`config.mk`:
```
export PLATFORM = sky130hd
export DESIGN_NAME = run_sequencer_flat
export DESIGN_NICKNAME = d
export VERILOG_FILES = /design/src/rtl/run_seq_pkg.sv /design/src/rtl/run_sequencer_if.sv /design/src/rtl/seq_counter.sv /design/src/rtl/run_sequencer.sv /design/src/flat_wrapper.sv
export SDC_FILE = /design/constraint.sdc
export NUM_CORES = 1
export LEC_CHECK = 0
export CAP_MARGIN = 20
export CORE_MARGIN = 2
export CORE_UTILIZATION = 52
export CTS_BUF_LIST = sky130_fd_sc_hd__clkbuf_2 sky130_fd_sc_hd__clkbuf_4 sky130_fd_sc_hd__clkbuf_8
export DETAILED_ROUTE_END_ITERATION = 16
export HOLD_SLACK_MARGIN = 0.15
export PLACE_DENSITY = 0.78
export REMOVE_ABC_BUFFERS = 1
export SETUP_SLACK_MARGIN = 0.5
export SYNTH_ARGS = -nofsm -noshare
export SYNTH_HDL_FRONTEND = slang
export SYNTH_SLANG_ARGS = --single-unit
```
`constraint.sdc`:
```
create_clock -name clk -period 2.2 [get_ports clk]
set_input_delay 0.44 -clock clk [delete_from_list [all_inputs] [get_ports clk]]
set_output_delay 0.44 -clock clk [all_outputs]
set_load 0.01 [all_outputs]
```
`src/rtl/run_seq_pkg.sv`:
```
// Shared FSM encoding and default parameter constants for the run sequencer.
package run_seq_pkg;

  localparam int unsigned DEF_RESET_CYCLES = 1;
  localparam int unsigned DEF_RUN_CYCLES   = 50;
  localparam int unsigned DEF_NUM_RUNS     = 2;
  localparam int unsigned DEF_CNT_W        = 16;
  localparam int unsigned DEF_RUNS_W       = 8;

  typedef enum logic [1:0] {
    ST_IDLE = 2'd0,
    ST_RST  = 2'd1,
    ST_RUN  = 2'd2,
    ST_DONE = 2'd3
  } seq_state_e;

endpackage

```
`src/rtl/run_sequencer_if.sv`:
```
// Control/status bundle between a host (master) and the run sequencer (slave).
interface run_sequencer_if
  import run_seq_pkg::*;
#(
  parameter int unsigned CNT_W  = DEF_CNT_W,
  parameter int unsigned RUNS_W = DEF_RUNS_W
) ();

  logic              start;
  logic              halt;
  logic              core_reset;
  logic              busy;
  logic              done;
  logic [RUNS_W-1:0] run_idx;
  logic [CNT_W-1:0]  cycles;
  logic              timeout;

  modport master (
    output start, halt,
    input  core_reset, busy, done, run_idx, cycles, timeout
  );

  modport slave (
    input  start, halt,
    output core_reset, busy, done, run_idx, cycles, timeout
  );

endinterface

```
`src/rtl/seq_counter.sv`:
```
// Up-counter with synchronous clear (priority) and enable; times both RST and RUN.
module seq_counter #(
  parameter int unsigned W = 16
) (
  input  logic         clk,
  input  logic         reset,
  input  logic         clr,
  input  logic         en,
  output logic [W-1:0] count
);

  logic [W-1:0] count_q;
  logic [W-1:0] count_d;

  // Next count: clear wins over enable.
  always_comb begin
    count_d = count_q;
    if (clr) begin
      count_d = '0;
    end else if (en) begin
      count_d = count_q + W'(1);
    end
  end

  // Count register.
  always_ff @(posedge clk or negedge reset) begin
    if (!reset) begin
      count_q <= '0;
    end else begin
      count_q <= count_d;
    end
  end

  assign count = count_q;

endmodule

```
`src/rtl/run_sequencer.sv`:
```
// Sequences NUM_RUNS reset+run passes of a core, timing each run against a budget.
module run_sequencer
  import run_seq_pkg::*;
#(
  parameter int unsigned RESET_CYCLES = DEF_RESET_CYCLES,
  parameter int unsigned RUN_CYCLES   = DEF_RUN_CYCLES,
  parameter int unsigned NUM_RUNS     = DEF_NUM_RUNS,
  parameter int unsigned CNT_W        = DEF_CNT_W,
  parameter int unsigned RUNS_W       = DEF_RUNS_W
) (
  input logic            clk,
  input logic            reset,
  run_sequencer_if.slave bus
);

  localparam logic [CNT_W-1:0]  RST_LAST = CNT_W'(RESET_CYCLES - 1);
  localparam logic [CNT_W-1:0]  RUN_LAST = CNT_W'(RUN_CYCLES - 1);
  localparam logic [RUNS_W-1:0] IDX_LAST = RUNS_W'(NUM_RUNS - 1);

  seq_state_e        state_q, state_d;
  logic [RUNS_W-1:0] run_idx_q, run_idx_d;
  logic [CNT_W-1:0]  cycles_q, cycles_d;
  logic              timeout_q, timeout_d;
  logic              core_reset_q, core_reset_d;
  logic              busy_q, busy_d;
  logic              done_q, done_d;

  logic [CNT_W-1:0]  cnt;
  logic              cnt_clr;
  logic              cnt_en;

  seq_counter #(.W(CNT_W)) u_cnt (
    .clk   (clk),
    .reset (reset),
    .clr   (cnt_clr),
    .en    (cnt_en),
    .count (cnt)
  );

  // Next-state, run bookkeeping and counter control; status flags decoded from the next state.
  always_comb begin
    state_d   = state_q;
    run_idx_d = run_idx_q;
    cycles_d  = cycles_q;
    timeout_d = timeout_q;
    cnt_clr   = 1'b0;
    cnt_en    = 1'b0;

    unique case (state_q)
      ST_IDLE: begin
        cnt_clr = 1'b1;
        if (bus.start) begin
          timeout_d = 1'b0;
          run_idx_d = '0;
          state_d   = ST_RST;
        end
      end
      ST_RST: begin
        if (cnt == RST_LAST) begin
          cnt_clr = 1'b1;
          state_d = ST_RUN;
        end else begin
          cnt_en = 1'b1;
        end
      end
      ST_RUN: begin
        if (bus.halt || (cnt == RUN_LAST)) begin
          // On the limit cycle cnt+1 equals RUN_CYCLES, so one expression covers both endings.
          cnt_clr  = 1'b1;
          cycles_d = cnt + CNT_W'(1);
          if (!bus.halt) begin
            timeout_d = 1'b1;
          end
          if (run_idx_q == IDX_LAST) begin
            state_d = ST_DONE;
          end else begin
            run_idx_d = run_idx_q + RUNS_W'(1);
            state_d   = ST_RST;
          end
        end else begin
          cnt_en = 1'b1;
        end
      end
      ST_DONE: begin
        cnt_clr = 1'b1;
        state_d = ST_IDLE;
      end
      default: begin
        state_d = ST_IDLE;
      end
    endcase

    core_reset_d = (state_d != ST_RUN);
    busy_d       = (state_d == ST_RST) || (state_d == ST_RUN);
    done_d       = (state_d == ST_DONE);
  end

  // State and registered outputs.
  always_ff @(posedge clk or negedge reset) begin
    if (!reset) begin
      state_q      <= ST_IDLE;
      run_idx_q    <= '0;
      cycles_q     <= '0;
      timeout_q    <= 1'b0;
      core_reset_q <= 1'b1;
      busy_q       <= 1'b0;
      done_q       <= 1'b0;
    end else begin
      state_q      <= state_d;
      run_idx_q    <= run_idx_d;
      cycles_q     <= cycles_d;
      timeout_q    <= timeout_d;
      core_reset_q <= core_reset_d;
      busy_q       <= busy_d;
      done_q       <= done_d;
    end
  end

  assign bus.core_reset = core_reset_q;
  assign bus.busy       = busy_q;
  assign bus.done       = done_q;
  assign bus.run_idx    = run_idx_q;
  assign bus.cycles     = cycles_q;
  assign bus.timeout    = timeout_q;

endmodule

```
`src/flat_wrapper.sv`:
```
// flat-port wrapper written by rule: the top's interface ports become plain ports
module run_sequencer_flat import run_seq_pkg::*;
#(
  parameter int unsigned RESET_CYCLES = DEF_RESET_CYCLES,
  parameter int unsigned RUN_CYCLES   = DEF_RUN_CYCLES,
  parameter int unsigned NUM_RUNS     = DEF_NUM_RUNS,
  parameter int unsigned CNT_W        = DEF_CNT_W,
  parameter int unsigned RUNS_W       = DEF_RUNS_W
)
  (clk, reset, bus_start, bus_halt, bus_core_reset, bus_busy, bus_done, bus_run_idx, bus_cycles, bus_timeout);
  run_sequencer_if #(.CNT_W(CNT_W), .RUNS_W(RUNS_W)) bus_i ();
  input logic clk;
  input logic reset;
  input wire logic [$bits(bus_i.start)-1:0] bus_start;
  input wire logic [$bits(bus_i.halt)-1:0] bus_halt;
  output wire logic [$bits(bus_i.core_reset)-1:0] bus_core_reset;
  output wire logic [$bits(bus_i.busy)-1:0] bus_busy;
  output wire logic [$bits(bus_i.done)-1:0] bus_done;
  output wire logic [$bits(bus_i.run_idx)-1:0] bus_run_idx;
  output wire logic [$bits(bus_i.cycles)-1:0] bus_cycles;
  output wire logic [$bits(bus_i.timeout)-1:0] bus_timeout;
  assign bus_i.start = bus_start;
  assign bus_i.halt = bus_halt;
  assign bus_core_reset = bus_i.core_reset;
  assign bus_busy = bus_i.busy;
  assign bus_done = bus_i.done;
  assign bus_run_idx = bus_i.run_idx;
  assign bus_cycles = bus_i.cycles;
  assign bus_timeout = bus_i.timeout;
  run_sequencer #(.RESET_CYCLES(RESET_CYCLES), .RUN_CYCLES(RUN_CYCLES), .NUM_RUNS(NUM_RUNS), .CNT_W(CNT_W), .RUNS_W(RUNS_W)) u_core (.clk(clk), .reset(reset), .bus(bus_i));
endmodule
```
==> After elaboration in Yosys (flattened, before gate mapping) <==
Cells that the tools add are included.
{ "totals": {"mem_bits_rw": 0, "romBits": 0, "latch_bits": 0, "wordCells": 54, "mem_count": 0, "reg_bits": 46} }
{ "op_classes": {"mul": 0, "n_eq_ne": 13, "n_mux": 21, "magnitude_cmp": 0, "n_reduce_logical": 10, "n_div": 0, "n_addsub": 2, "bitwise": 0, "n_shift": 0} }
{ "ops": {"columns": ["op", "count"], "rows": [
  ["two-way mux 16 bit", 2],
  ["two-way mux 8 bit", 3],
  ["adder 16 x 1 -> 16 bit (second input constant)", 1],
  ["equality test 16 x 6 -> 1 bit (second input constant)", 1],
  ["logical NOT 16 bit", 1],
  ["one-hot mux 8 bit (2 select lines)", 1],
  ["adder 8 x 1 -> 8 bit (second input constant)", 1],
  ["equality test 2 bit (second input constant)", 4],
  ["equality test 8 x 1 -> 1 bit (second input constant)", 1],
  ["two-way mux 2 bit", 4],
  ["inequality test 2 bit (second input constant)", 4],
  ["one-hot mux 2 bit (4 select lines)", 1],
  ["AND reduction 4 bit", 2],
  ["two-way mux 1 bit", 7],
  ["equality test 2 x 1 -> 1 bit (second input constant)", 2],
  ["one-hot mux 1 bit (2 select lines)", 2],
  ["nonzero test 2 bit", 2],
  ["one-hot mux 1 bit (3 select lines)", 1],
  ["logical NOT 2 bit", 1],
  ["logical OR 1 bit", 2],
  ["inequality test 2 x 1 -> 1 bit (second input constant)", 1],
  ["AND reduction 2 bit", 1],
  ["OR reduction 2 bit", 1]
]} }

==> Depth between registers and ports, before layout <==
Gate-level depths: netlist of the first run.
{ "depth": {"ltp_word": 6, "ltp_mapped": 9, "ltp_nobuf": 7} }

==> Modules after synthesis <==
A second synthesis of the first run with hierarchy kept.
{ "unflattened": {"hier_cells": 276, "hier_area_um2": 2683.8} }
{ "by_module_without_submodules": {"columns": ["module", "cells_per_inst", "seq_area_each_um2", "n_inst", "area_each_um2"], "rows": [
  ["run_sequencer", 194, 752.0, 1, 1811.7],
  ["seq_counter", 82, 400.4, 1, 872.1]
]} }

==> Worst setup path before layout of the first run <==
OpenSTA, ideal clock, no wires.
{ "synth_timing": {"path_type": "reg2reg", "startpoint": "reg u_core.u_cnt.count_q[11] (netlist: u_core.u_cnt.count[11])", "endpoint": "reg u_core.u_cnt.count_q[11] (netlist: u_core.u_cnt.count[11])", "slack_ps": -93, "t_arrival_ps": 2165, "period_less_slack_ps": 2293, "stages_incl_launch_ff": 8, "required_time_ps": 2072, "n_path_buf": 2, "cell_sequence": "dfrtp_1 -> buf_6 -> or4_4 -> or4_4 -> a31o_4 -> buf_6 -> o21ai_0 -> o31ai_1"} }
{ "synth_between": {"elab_chain_len": 5} }
{ "synth_rtl": {"columns": ["item", "line_no", "text"], "rows": [
  ["start: declaration", "seq_counter.sv:12", "logic [W-1:0] count_q;"],
  ["start signal: assignment", "seq_counter.sv:30", "count_q <= count_d;"],
  ["branches (longest 5 deep; another with adder 16 x 1 -> 16 bit)", null, null]
]} }
Parallel ways; which one is timed is not known. The select of a mux whose other input is x is not followed.
A chain may end at the register's enable or synchronous reset.

==> Worst setup path in the final report of the first run <==
{ "layout_timing": {"startpoint": "reg u_core.u_cnt.count_q[10] (netlist: u_core.u_cnt.count[10])", "endpoint": "reg u_core.busy_q (netlist: u_core.bus.busy)"} }
{ "layout_between": {"elab_chain_len": 6} }
{ "layout_rtl": {"columns": ["item", "line_no", "text"], "rows": [
  ["equality test 16 x 6 -> 1 bit", "run_sequencer.sv:67", "if (bus.halt || (cnt == RUN_LAST)) begin"],
  ["logical OR 1 bit", "run_sequencer.sv:67", null],
  ["two-way mux 2 bit", "run_sequencer.sv:67", null],
  ["one-hot mux 2 bit (4 select lines) *", "run_sequencer.sv:49", "unique case (state_q)"],
  ["equality test 2 x 1 -> 1 bit or equality test 2 bit (tied branches)", "run_sequencer.sv:94", "busy_d = (state_d == ST_RST) || (state_d == ST_RUN);"],
  ["logical OR 1 bit *", "run_sequencer.sv:94", null],
  ["net u_core.busy_d", "run_sequencer.sv:25", "logic busy_q, busy_d;"],
  ["end signal: assignment", "run_sequencer.sv:114", "busy_q <= busy_d;"],
  ["end: declaration", "run_sequencer.sv:25", null]
]} }
Mark *: on every way through the listed nets, which the timed path passes. The rest lies on a longest branch.

==> results of run 1 <==
worst max-delay path by stage:
stage	start	endpoint	slack (ns)	depth (start not counted)
6_report	u_core.u_cnt.count[10]$_DFFE_PN0P_	u_core.bus.busy$_DFF_PN0_	-0.05	5
5_1_grt	u_core.u_cnt.count[12]$_DFFE_PN0P_	u_core.u_cnt.count[12]$_DFFE_PN0P_	-0.11	5
4_1_cts	u_core.u_cnt.count[12]$_DFFE_PN0P_	u_core.bus.core_reset$_DFF_PN1_	-0.02	5
3_5_place_dp	u_core.u_cnt.count[10]$_DFFE_PN0P_	u_core.bus.core_reset$_DFF_PN1_	-0.12	5
3_3_place_gp	u_core.u_cnt.count[7]$_DFFE_PN0P_	u_core.bus.run_idx[7]$_DFFE_PN0P_	-0.09	5
2_1_floorplan	u_core.u_cnt.count[0]$_DFFE_PN0P_	u_core.bus.cycles[1]$_DFFE_PN0P_	-0.66	5
cells by family after synthesis:
| kind of cell | synth area share [%] |
|---|---|
| multiplexers | 0.893 |
| adder cells (fa/ha/maj) | 3.97 |
| AND/OR/NAND/NOR | 19.6 |
| buffers and inverters | 4.51 |
| XOR/XNOR | 7.29 |
| AO/OA/AOI/OAI | 18.0 |
| flip-flops | 45.7 |
critical path: stages, from the launching register on:
cell and delay (ns):
dfrtp_1 0.39, or4_4 0.59, o41a_4 0.57, and4b_1 0.22, nor3_4 0.26, xnor2_1 0.10
sequential cells by signal, indices dropped and copies added, names as in the netlist:
register and count:
u_core.bus.busy 1, u_core.bus.core_reset 1, u_core.bus.cycles 16, u_core.bus.done 1, u_core.bus.run_idx 8, u_core.bus.timeout 1
u_core.state_q 2, u_core.u_cnt.count 16
Yosys cell counts (all sizes together) (3+ instances only):
cell	instances
nand2	31
ha	8
o21ai	33
nand3	8
nor4	5
dfrtp	45
clkbuf	5
nand4	5
a211oi	5
buf	3
xnor2	20
or3	8
nor2b	3
nor2	12
a21oi	14
inv	18
nor3	5
or4	4
metal layers:
layer	vias up	track usage [%]	part of all wire, %	routed length (µm)
li1	1104	-	-	-
met1	1115	31.6	43	2760
met2	68	40.8	50	3230
met3	23	4.39	4.4	284
met4	0	8.89	2.8	181
met5	-	0	0	0
timing repair:
action | 4_1_cts | 5_1_grt
gates resized for setup | 37 | 34
setup endpoints to repair | 55 | 48
setup buffers | 12 | 4
cloned | 2 | 0
pin swaps | 23 | 9
area by class of cell:
type	count	area [µm²]
multi-input cells	191	1470
flip-flops and latches	46	1150
fillers	301	1110
repair buffers	85	713
clock buffers	5	68.8
inverters	18	67.6
well taps	54	67.6
clock inverters	3	40.0
where the power goes:
part	internal, mW	switching, mW	leakage, nW
Clock	0.334	0.299	0.0579
Combinational	0.673	0.820	0.900
Sequential	0.985	0.0611	0.624
stage by stage:
step                power (mW)  instance area, µm²
floorplan                 1.77                2480
global placement          2.25                3140
detailed placement        2.28                3140
CTS                       3.05                3440
global route              3.36                3580
finish                    3.17                3580
==> summary.txt, run 1 <==
Routing
  – DRC errors left: 0
  – Initial DRC Count: 131
  – Antenna viol nets, final: 0
  – Final wirelength: 6460 µm
  – WL per Instance: 16.1 µm
  – Vias per cell: 5.75
  – DRT Pass-1 Iters: 6
  – DR vias: 2310

Logic synthesis
  – Yosys warns: 0
  – Seq/Total Area, Yosys: 45.7%
  – Top-area cell type share of the netlist area: 44.6%
  – Synth Instances: 261
  – Synth Area per Inst: 9.66 µm²
  – Mapped Area: 2520 µm²
  – Cell variety after synth: 43
  – Post-synth top area cell: dfrtp_1
  – Ranking of synthesized cells by area: dfrtp_1, xnor2_1, o21ai_0
  – FFs w/ async S/R, synth: 100%
  – Prevailing post-synth register cell: dfrtp_1
  – Synth Register Bits: 46
  – Post-synth EDFFs: 0

Clocking
  – Clock-pin slew on the worst setup and hold paths: 0.09 ns
  – Cts bufs inserted: 5
  – Later-pin clock latency in the skew report: 0.32 ns
  – Max Root-Sink Buffers: 2
  – Hold Buf Count CTS: 0
  – CTS tree: yes
  – Root buffer cell: clkbuf_8
  – Clock sink count: 46
  – H-tree lvl count: 2

STA
  – Slew HR: 61.3%
  – Min Tclk post-route: 2.25 ns
  – RSZ-0062 raised after global routing: yes
  – Worst-Margin Slew: 0.576 ns
  – Worst Slack Setup Final: -0.0544 ns
  – Clock skew: 0.00597 ns
  – Final Slew Violations: 0
  – Hold Slack: 0.208 ns
  – Final Cycle Share: 102%
  – Final setup vio count: 15
  – Final Hold Viols: 0
  – Total negative setup slack: -0.501 ns
  – Max Fclk: 0.444 GHz

Critical path
  – Critical Path AT: 2.45 ns
  – R2R Setup Slk: -0.05 ns
  – RR Startpoint: u_core.u_cnt.count[10]$_DFFE_PN0P_
  – Reg2reg end: u_core.bus.busy$_DFF_PN0_
  – CP endpoint kind: flip-flop
  – CP Class: reg -> reg
  – FF-to-FF path depth: 5
  – CP max FO: 5
  – Crit start category: flip-flop
  – Worst endpoint required time: 2.40 ns

Floorplanning
  – IO Count: 32
  – Site row count: 25
  – Core area: 4690 µm²
  – Die W: 73.6 µm
  – Die area: 5420 µm²
  – Die height: 73.6 µm
  – Starting Density: 53.8%

Final layout
  – Most common cell after layout, fill and taps aside: buf_4
  – Fin nets: 359
  – Diodes inserted: 0
  – Ratio of cells with drive above 1 in the final layout: 34.8%
  – Area delta synth->final: 41.9%
  – Fin cells: 402
  – Util after Layout: 76.3%
  – Most frequent cells in the layout: buf_4, dfrtp_1, nand2_1

Run
  – Max-Cap Viols: 0

Place
  – IO buf count: 31
  – Post-detail-place hpwl: 3880 µm
  – Post-Place Cells: 376
  – RD Place Congestion: 0.840
  – DP Worst Slack: -0.121 ns

Global routing
  – Vias in the first global route: 2184
  – Largest net degree at the start of global routing: 47
  – Grt ovf: 0
  – First-pass GRT wire length: 10000 µm
  – Antenna violations before repair: 0
  – Total GRT Usage: 24.4%

Power
  – Cell area power density: 886 nW/µm²
  – Lkg Pwr: 1.58 nW
  – Max rail drop VDD: 0.678 mV

Status
  – Status: complete, but fails checks
  – Failing checks: setup timing

Worst hold path
  – Worst min-delay path category: in -> async
No activity file was read; power rests on OpenSTA's default activity.
==> run 2, diff against run 1 <==
--- a/config.mk
+++ b/config.mk
@@ -6,9 +6,9 @@
 export NUM_CORES = 1
 export LEC_CHECK = 0
 export CAP_MARGIN = 20
-export CORE_MARGIN = 2
 export CORE_UTILIZATION = 52
 export CTS_BUF_LIST = sky130_fd_sc_hd__clkbuf_2 sky130_fd_sc_hd__clkbuf_4 sky130_fd_sc_hd__clkbuf_8
+export CTS_CLUSTER_DIAMETER = 40
 export DETAILED_ROUTE_END_ITERATION = 16
 export HOLD_SLACK_MARGIN = 0.15
 export PLACE_DENSITY = 0.78
==> run 2 against run 1 <==
Effect of this change: the flow still finishes with violations (setup timing); combinational power is 3% higher; clock power shrank 2%; highest routed layer unchanged; die area down 5.4%; worst hold slack improved by 0.018 ns.
==> summary.txt, run 2 (synthesized netlist as in run 1, its figures left out) <==
Place
  – IO buf count: 31 (unchanged)
  – Post-Place Cells: 375 (-0.27%)
  – RD Place Congestion: 0.875 (+4.2%)
  – Post-detail-place hpwl: 3940 µm (+1.6%)

Worst hold path
  – Worst min-delay path category: in -> async

Final layout
  – Area delta synth->final: 39.5%
  – Area taken by multi-input logic gates: 1410 µm² (-4.3%)
  – Fin cells: 397 (-1.2%)
  – Diodes inserted: 0 (unchanged)
  – Register area: 1150 µm² (unchanged)
  – Most frequent cells in the layout: buf_4, dfrtp_1, nand2_1
  – Fin nets: 356 (-0.84%)
  – Ratio of cells with drive above 1 in the final layout: 29.0% (-5.8 points)
  – Filler cells: 295 (-2.0%)
  – Util after Layout: 78.1% (+1.8 points)
  – Most common cell after layout, fill and taps aside: buf_4

STA
  – Final Slew Violations: 0 (unchanged)
  – Worst Slack Setup Final: -0.123 ns (-0.0691 ns)
  – Final Cycle Share: 106% (+3.1 points)
  – Worst-Margin Slew: 0.653 ns (+0.0774 ns)
  – Total negative setup slack: -0.970 ns (-0.469 ns)
  – Final Hold Viols: 0 (unchanged)
  – Max Fclk: 0.430 GHz (-3.0%)
  – Hold Slack: 0.225 ns (+0.0175 ns)
  – Clock skew: 0.00921 ns (+0.00324 ns)
  – Slew HR: 56.1% (-5.2 points)
  – Final setup vio count: 19 (+4)
  – Min Tclk post-route: 2.32 ns (+0.0691 ns)
  – RSZ-0062 raised after global routing: yes

Routing
  – Final wirelength: 6660 µm (+3.1%)
  – Vias per cell: 5.77 (+0.38%)
  – Antenna viol nets, final: 0 (unchanged)
  – DRT Pass-1 Iters: 5 (-1)
  – DRC errors left: 0 (unchanged)
  – DR vias: 2290 (-0.87%)
  – Initial DRC Count: 108 (-18%)
  – WL per Instance: 16.8 µm (+4.4%)

Clocking
  – Max Root-Sink Buffers: 2 (unchanged)
  – Root buffer cell: clkbuf_8
  – Cts bufs inserted: 5 (unchanged)
  – CTS tree: yes
  – H-tree lvl count: 2 (unchanged)
  – Hold Buf Count CTS: 0 (unchanged)
  – Clock-pin slew on the worst setup and hold paths: 0.09 ns (about the same)
  – Later-pin clock latency in the skew report: 0.30 ns (-0.02 ns)
  – Clock sink count: 46 (unchanged)

Run
  – Max-Cap Viols: 0 (unchanged)

Power
  – Max rail drop VDD: 0.733 mV (+8.2%)
  – Lkg Pwr: 1.60 nW (+1.0%)
  – Cell area power density: 911 nW/µm² (+2.8%)

Global routing
  – Total GRT Usage: 26.1% (+1.7 points)
  – Grt ovf: 0 (unchanged)
  – Vias in the first global route: 2264 (+3.7%)
  – Antenna violations before repair: 0 (unchanged)
  – Largest net degree at the start of global routing: 47 (unchanged)
  – First-pass GRT wire length: 10500 µm (+4.5%)

Critical path
  – Reg2reg end: u_core.bus.run_idx[7]$_DFFE_PN0P_
  – Critical Path AT: 2.50 ns (+0.05 ns)
  – CP endpoint kind: flip-flop
  – Worst endpoint required time: 2.38 ns (-0.02 ns)
  – CP Class: reg -> reg
  – R2R Setup Slk: -0.12 ns (-0.07 ns)
  – RR Startpoint: u_core.u_cnt.count[12]$_DFFE_PN0P_
  – Crit start category: flip-flop
  – CP max FO: 6 (+1)
  – FF-to-FF path depth: 5 (unchanged)

Status
  – Failing checks: setup timing
  – Status: complete, but fails checks

Floorplanning
  – Core area: 4500 µm² (-4.0%)
  – IO Count: 32 (unchanged)
  – Die height: 71.6 µm (-2.7%)
  – Die W: 71.6 µm (-2.7%)
  – Starting Density: 56.0% (+2.2 points)
  – Site row count: 24 (-4.0%)
  – Die area: 5130 µm² (-5.4%)
## run 2: cell count changes in the layout (fill, tap and decap cells not counted), sizes merged
cell,before,now
buf,55,52
dlygate4sd2,8,5
dlymetal6s2s,2,4
clkdlybuf4s50,20,21
## run 2: layer usage
metal / global-route usage, % / routed length [µm]
met1: 34.2 / 2810
met2: 42.9 / 3310
met3: 5.06 / 341
met4: 10.2 / 193
met5: 0 / 0
## run 2: where the power goes
group          internal, mW  switching (mW)  leakage (nW)  total, mW
Clock                 0.334           0.287        0.0579      0.622
Combinational         0.696           0.838         0.916       1.53
Sequential            0.985          0.0665         0.624       1.05
## run 2: per-stage QoR
| stage | cell area, µm² | setup WS, ns | power, mW |
|---|---|---|---|
| CTS | 3450 | -0.0399 | 3.09 |
| finish | 3520 | -0.123 | 3.21 |
| floorplan | 2480 | -0.655 | 1.77 |
| global placement | 3170 | -0.0879 | 2.26 |
| detailed placement | 3170 | -0.127 | 2.31 |
| global route | 3520 | -0.156 | 3.37 |
## run 2: final cells by class
type,count,share of cell area (%)
Inverter,18,1.92
Timing Repair Buffer,82,20.4
Multi-Input combinational cell,191,40.0
Sequential cell,46,32.8
Clock buffer,5,1.96
Tap cell,52,1.85
Clock inverter,3,1.14
## run 2: critical path, cell delays in order (launching register included)
cell and delay, ns:
dfrtp_1 0.38, or4_4 0.61, o41a_4 0.59, a2111oi_4 0.33
xnor2_1 0.21, nor2_1 0.07
## run 2: what timing repair did
| action | 4_1_cts | 5_1_grt |
|---|---|---|
| pin swaps | 20 | 9 |
| gates resized for setup | 27 | 20 |
| setup endpoints to repair | 54 | 50 |
| cloned | 2 | 0 |
| buffers inserted | 10 | 2 |
## run 2: how the worst max path moves through the flow
stage,slack [ns],endpoint,cells after the start,from
2_1_floorplan,-0.66,u_core.bus.cycles[1]$_DFFE_PN0P_,5,u_core.u_cnt.count[0]$_DFFE_PN0P_
3_3_place_gp,-0.09,u_core.bus.run_idx[7]$_DFFE_PN0P_,5,u_core.u_cnt.count[7]$_DFFE_PN0P_
3_5_place_dp,-0.13,u_core.bus.run_idx[0]$_DFFE_PN0P_,4,u_core.u_cnt.count[7]$_DFFE_PN0P_
4_1_cts,-0.04,u_core.bus.core_reset$_DFF_PN1_,5,u_core.u_cnt.count[12]$_DFFE_PN0P_
5_1_grt,-0.16,u_core.bus.run_idx[7]$_DFFE_PN0P_,5,u_core.u_cnt.count[12]$_DFFE_PN0P_
6_report,-0.12,u_core.bus.run_idx[7]$_DFFE_PN0P_,5,u_core.u_cnt.count[12]$_DFFE_PN0P_
